[src/rtl/zjh_dec_pkg.sv]
// Shared constants and decode helpers for the scan decoder family.
// The optional anti-ghosting feature is selected with ZJH_SCAN_DEC_BLANK_EN.
package zjh_dec_pkg;

    localparam logic MODE_DIRECT = 1'b0;
    localparam logic MODE_SCAN   = 1'b1;

    // Helpers work on a fixed wide vector; callers slice down to their own width.
    localparam int MAX_AW = 8;
    localparam int MAX_N  = 2 ** MAX_AW;

    function automatic logic en_of(input logic [2:0] e);
        return e[2] & ~e[1] & ~e[0];
    endfunction

    function automatic logic [MAX_N-1:0] dec_n(input logic [MAX_AW-1:0] idx);
        logic [MAX_N-1:0] v;
        v      = '1;
        v[idx] = 1'b0;
        return v;
    endfunction

endpackage

[src/rtl/zjh_dwell_timer.sv]
// Dwell counter for the scan decoder: counts held cycles and raises adv
// once the programmed dwell has been reached (>= so a shrunk dwell never locks up).
module zjh_dwell_timer #(
    parameter int DWELL_W = 16
) (
    input  logic               clk,
    input  logic               rst_n,
    input  logic               clr,
    input  logic               step,
    input  logic [DWELL_W-1:0] dwell,
    output logic               adv
);

    logic [DWELL_W-1:0] cnt_q;

    assign adv = (cnt_q >= dwell);

    always_ff @(posedge clk or negedge rst_n) begin
        if (!rst_n) begin
            cnt_q <= '0;
        end else if (clr) begin
            cnt_q <= '0;
        end else if (step) begin
            cnt_q <= adv ? '0 : cnt_q + 1'b1;
        end
    end

endmodule

[src/rtl/zjh_scan_decoder.sv]
// Registered N-to-2^N active-low decoder with 74HC138-style enables and auto-scan.
// Define ZJH_SCAN_DEC_BLANK_EN to insert one all-ones blank cycle on every channel change.
module zjh_scan_decoder
    import zjh_dec_pkg::*;
#(
    parameter int AW      = 3,
    parameter int DWELL_W = 16
) (
    input  logic               clk,
    input  logic               rst_n,
    input  logic [2:0]         e,
    input  logic               mode,
    input  logic [AW-1:0]      addr,
    input  logic [DWELL_W-1:0] dwell,
    output logic [2**AW-1:0]   y,
    output logic [AW-1:0]      cur_sel,
    output logic               wrap
);

    localparam int N = 2 ** AW;

    function automatic logic [N-1:0] dec_local(input logic [AW-1:0] i);
        logic [MAX_N-1:0] full;
        full = dec_n(MAX_AW'(i));
        return full[N-1:0];
    endfunction

    logic          en;
    logic          scan_run;
    logic          adv;
    logic          step;
    logic [AW-1:0] idx_q;
    logic [AW-1:0] idx_next;
    logic          mode_q;
    logic [N-1:0]  y_next;
    logic [AW-1:0] cur_sel_next;
    logic          wrap_next;
`ifdef ZJH_SCAN_DEC_BLANK_EN
    logic          blank_q;
    logic          blank_next;
    logic          drv_q;
    logic          drv_next;
`endif

    assign en       = en_of(e);
    assign scan_run = (mode == MODE_SCAN) && (mode_q == MODE_SCAN);

`ifdef ZJH_SCAN_DEC_BLANK_EN
    // The counter sits at zero through the blank so the new channel gets its full dwell.
    assign step = scan_run & en & ~blank_q;
`else
    assign step = scan_run & en;
`endif

    zjh_dwell_timer #(
        .DWELL_W (DWELL_W)
    ) u_timer (
        .clk   (clk),
        .rst_n (rst_n),
        .clr   (~scan_run),
        .step  (step),
        .dwell (dwell),
        .adv   (adv)
    );

    always_comb begin
        idx_next     = idx_q;
        y_next       = '1;
        cur_sel_next = cur_sel;
        wrap_next    = 1'b0;
`ifdef ZJH_SCAN_DEC_BLANK_EN
        blank_next   = 1'b0;
        drv_next     = (mode == MODE_DIRECT) && en;
`endif
        if (mode == MODE_DIRECT) begin
            idx_next = '0;
            if (en) begin
                cur_sel_next = addr;
`ifdef ZJH_SCAN_DEC_BLANK_EN
                if (drv_q && !blank_q && (addr != cur_sel)) begin
                    blank_next = 1'b1;
                end else begin
                    y_next = dec_local(addr);
                end
`else
                y_next = dec_local(addr);
`endif
            end
        end else if (mode_q == MODE_DIRECT) begin
            // Entering scan: start from channel 0 immediately.
            idx_next = '0;
            if (en) begin
                y_next       = dec_local('0);
                cur_sel_next = '0;
            end
        end else if (en) begin
`ifdef ZJH_SCAN_DEC_BLANK_EN
            if (blank_q) begin
                y_next = dec_local(idx_q);
            end else if (adv) begin
                idx_next     = idx_q + 1'b1;
                cur_sel_next = idx_q + 1'b1;
                wrap_next    = &idx_q;
                blank_next   = 1'b1;
            end else begin
                y_next       = dec_local(idx_q);
                cur_sel_next = idx_q;
            end
`else
            if (adv) begin
                idx_next  = idx_q + 1'b1;
                wrap_next = &idx_q;
            end
            y_next       = dec_local(idx_next);
            cur_sel_next = idx_next;
`endif
        end else begin
`ifdef ZJH_SCAN_DEC_BLANK_EN
            // A pending blank survives a disabled stretch.
            blank_next = blank_q;
`endif
        end
    end

    always_ff @(posedge clk or negedge rst_n) begin
        if (!rst_n) begin
            idx_q   <= '0;
            mode_q  <= MODE_DIRECT;
            y       <= '1;
            cur_sel <= '0;
            wrap    <= 1'b0;
`ifdef ZJH_SCAN_DEC_BLANK_EN
            blank_q <= 1'b0;
            drv_q   <= 1'b0;
`endif
        end else begin
            idx_q   <= idx_next;
            mode_q  <= mode;
            y       <= y_next;
            cur_sel <= cur_sel_next;
            wrap    <= wrap_next;
`ifdef ZJH_SCAN_DEC_BLANK_EN
            blank_q <= blank_next;
            drv_q   <= drv_next;
`endif
        end
    end

endmodule

[config.mk]
export PLATFORM = sky130hd
export DESIGN_NAME = zjh_scan_decoder
export DESIGN_NICKNAME = d
export VERILOG_FILES = /design/src/rtl/zjh_dec_pkg.sv /design/src/rtl/zjh_dwell_timer.sv /design/src/rtl/zjh_scan_decoder.sv
export SDC_FILE = /design/constraint.sdc
export NUM_CORES = 1
export LEC_CHECK = 0
export ABC_AREA = 1
export CAP_MARGIN = 20
export CORE_ASPECT_RATIO = 1.1
export CORE_MARGIN = 2
export CORE_UTILIZATION = 50
export DETAILED_ROUTE_END_ITERATION = 6
export PLACE_DENSITY_LB_ADDON = 0.05
export SETUP_SLACK_MARGIN = 0.15
export SYNTH_ARGS = -nofsm -noshare
export SYNTH_HDL_FRONTEND = slang
export SYNTH_SLANG_ARGS = --single-unit
[constraint.sdc]
create_clock -name clk -period 2.3 [get_ports clk]
set_input_delay 0.46 -clock clk [delete_from_list [all_inputs] [get_ports clk]]
set_output_delay 0.46 -clock clk [all_outputs]
set_load 0.05 [all_outputs]
==> reports/results.ini <==
[finish]
drive_gt1_share_pct = 30.7
final_common_cell = nand2_1
final_cell_mix = 50 x nand2_1, 33 x inv_1, 25 x clkdlybuf4s50_1
syn_to_final_growth_pct = 42.2
stdcell_count = 389
insertedDiodeCount = 0
fin_nets = 378
fillerInstances = 333

[placement]
dp_cells = 374
gp_congestion = 0.837
io_buffers = 36
hpwl_um = 3590

[clock_network]
clk_path_buf_depth = 2
hold_buffers = 0
clock-sinks = 32
cts_tree = built
path_clk_slew_ps = 60
cts_htree_levels = 2
worstSkewPairLatency_ps = 280
cts-buffers-inserted = 5
root_buffer = clkbuf_8

[yosys]
synthTopCellsByArea = dfrtp_1 28%, nand2_1 12%, ha_1 11%
seq_area_frac_synth_pct = 37.3
ys_warn_count = 0
synth-seq-cells = 32
syn_avg_cell_area_sq_um = 7.73
synth.distinct_cells = 34
yosys.area.top_type_share_pct = 27.6
synth_area_leader_cell = dfrtp_1
syn_area_sq_um = 2170
synth_nets = 325
synth_cells = 281

[sta]
slew_headroom_pct = 66.7
hold_viol = 0
clock.fmax_ghz = 0.482
rsz0062_at_grt = no
finalHoldWorstSlack_ps = 481
fin_crit_sh_pct = 90.1
setup_violations = 0
finalCriticalPeriod_ps = 2070
slew_violations = 0
fin_worst_skew_ps = 6.17
worst_pin_slew_ps = 499

[setup_path]
path_buf_inv = 4
timing.critical_path.cells = clkdlybuf4s50_1 > inv_1 > ha_4 > a21oi_4 > a21oi_2 > nor2_4 > buf_6 > nand3_4 > nand2_4 > nand2_4 > buf_4 > o21ai_1
crit_end = idx_q[1]$_DFFE_PN0P_
start_kind = primary input
crit_arrival_ps = 2280
worst_r2r_endpoint = u_timer.cnt_q[12]$_DFFE_PN0P_
crit_fanout = 4
end_kind = flip-flop
r2r-start = u_timer.cnt_q[0]$_DFFE_PN0P_
startpoint = dwell[11]
cp_slowest_stage_delay_ps = 450
cp.required_ps = 2510
crit_top_cell = nand2_4
cpMaxStageDelayCell = clkdlybuf4s50_1
path_class = primary input to flip-flop
critPathTopFamily = buffers and inverters
path_depth = 12
r2r_slack_ps = 310
r2r_cells = 14

[drt]
drt_iter0_markers = 161
routedWlPerCell_um = 13.4
dr.pass1.iters = 5
vias_per_cell = 5.19
vias = 2018
drc = 0
totalWireLength_um = 5220
antenna_left = 0

[floorplan]
die_h_um = 73.1
rows = 25
core-area_sq_um = 4220
ios = 37
die_w_um = 66.8
start_util_pct = 51.4
die-area_sq_um = 4890

[status]
status = finished, final reports clean

[power_and_ir_drop]
peakVddDrop_mv = 0.403
power_density_nw_per_um2 = 392
power.leakage_uw = 0.00147
total_power_uw = 1210

[global_route]
grtUsageTotal_pct = 21.9
antenna_found_initial = 0
grt_first_pass_wirelength_um = 8060
grt_pass1_vias = 1850
grt_max_degree = 33
grt_overflow_total = 0

[job]
max-cap-violations = 0

[hold_path]
hp-class = flip-flop to flip-flop

==> per-stage QoR <==
stage | area [sq um] | TNS, ps | util (%) | setup slack, ps
after floorplan | 2170 | 0 | - | 527
after global placement | 2620 | -3000 | 62.1 | -210
after detailed placement | 2620 | -3710 | 62.1 | -211
after CTS | 2750 | 0 | 65.0 | 106
after global routing | 3090 | 0 | 73.2 | 126
final | 3090 | 0 | 73.2 | 227
==> timing repair <==
action                                 4_1_cts  5_1_grt
endpoints found under the hold margin        0        0
pin swaps                                    3       37
setup buffers                                3        4
gates resized for setup                      4       72
setup endpoints to repair                   13       30
==> power by group <==
group          internal, uW  switching (uW)  leakage (uW)
Combinational          84.7             111       0.00101
Clock                   244             191     0.0000455
Sequential              575            5.21      0.000411
Total                   904             308       0.00147
==> per-layer routing <==
layer	track usage (%)	wire length, um	vias to the layer above
li1	-	-	1008
met1	28.8	2280	949
met2	35.9	2640	48
met3	4.32	180	13
met4	7.48	112	0
met5	0	0	-
==> state kept, by name, indices dropped and copies added, names as in the netlist <==
signal	count
idx_q	3
mode_q	1
y	8
wrap	1
cur_sel	3
u_timer.cnt_q	16
==> final cells by class <==
type,count,area (sq um),area share (%)
clock buffer,8,90.1,2.92
inverter,48,180,5.83
multi-input combinational,198,1440,46.7
sequential,32,811,26.2
tap,54,67.6,2.19
timing repair buffer,49,497,16.1
==> cells in the mapped netlist (all sizes together) <==
cell type  number
a21oi           6
a22o            1
buf             3
dfrtp          24
dfstp           8
ha             19
inv            48
nand2          72
nand3          14
nand3b          1
nand4           6
nor2           31
nor3            8
nor4            2
o21a            2
o21ai          23
o21bai          1
o22ai           4
or2             2
xnor2           1
xor2            5
==> how the worst min path moves through the flow <==
stage / startpoint / endpoint / slack (ps) / cells after the start
after CTS: cur_sel[1]$_DFFE_PN0P_ / cur_sel[1]$_DFFE_PN0P_ / 490 / 2
after floorplan: rst_n / cur_sel[0]$_DFFE_PN0P_ / 160 / 0
after global routing: cur_sel[0]$_DFFE_PN0P_ / cur_sel[0]$_DFFE_PN0P_ / 520 / 1
after detailed placement: cur_sel[1]$_DFFE_PN0P_ / cur_sel[1]$_DFFE_PN0P_ / 480 / 2
final: cur_sel[1]$_DFFE_PN0P_ / cur_sel[1]$_DFFE_PN0P_ / 480 / 2
after global placement: cur_sel[1]$_DFFE_PN0P_ / cur_sel[1]$_DFFE_PN0P_ / 470 / 2
==> logic make-up (layout without fill, tap and decap cells) <==
kind of cell / Yosys count / after routing / synth area share [%]
XOR/XNOR: 6 / 6 / 2.42
buffers and inverters: 51 / 105 / 9.27
flip-flops: 32 / 32 / 37.3
adder cells (fa/ha/maj): 19 / 19 / 10.9
AND/OR/NAND/NOR: 136 / 136 / 30.4
AO/OA/AOI/OAI: 37 / 37 / 9.62
==> worst min-delay path, stage by stage, from the launching register on <==
cell	delay, ps
dfrtp_1	340
nand2_1	50
nand2_1	60
(Power assumes the default switching activity.)
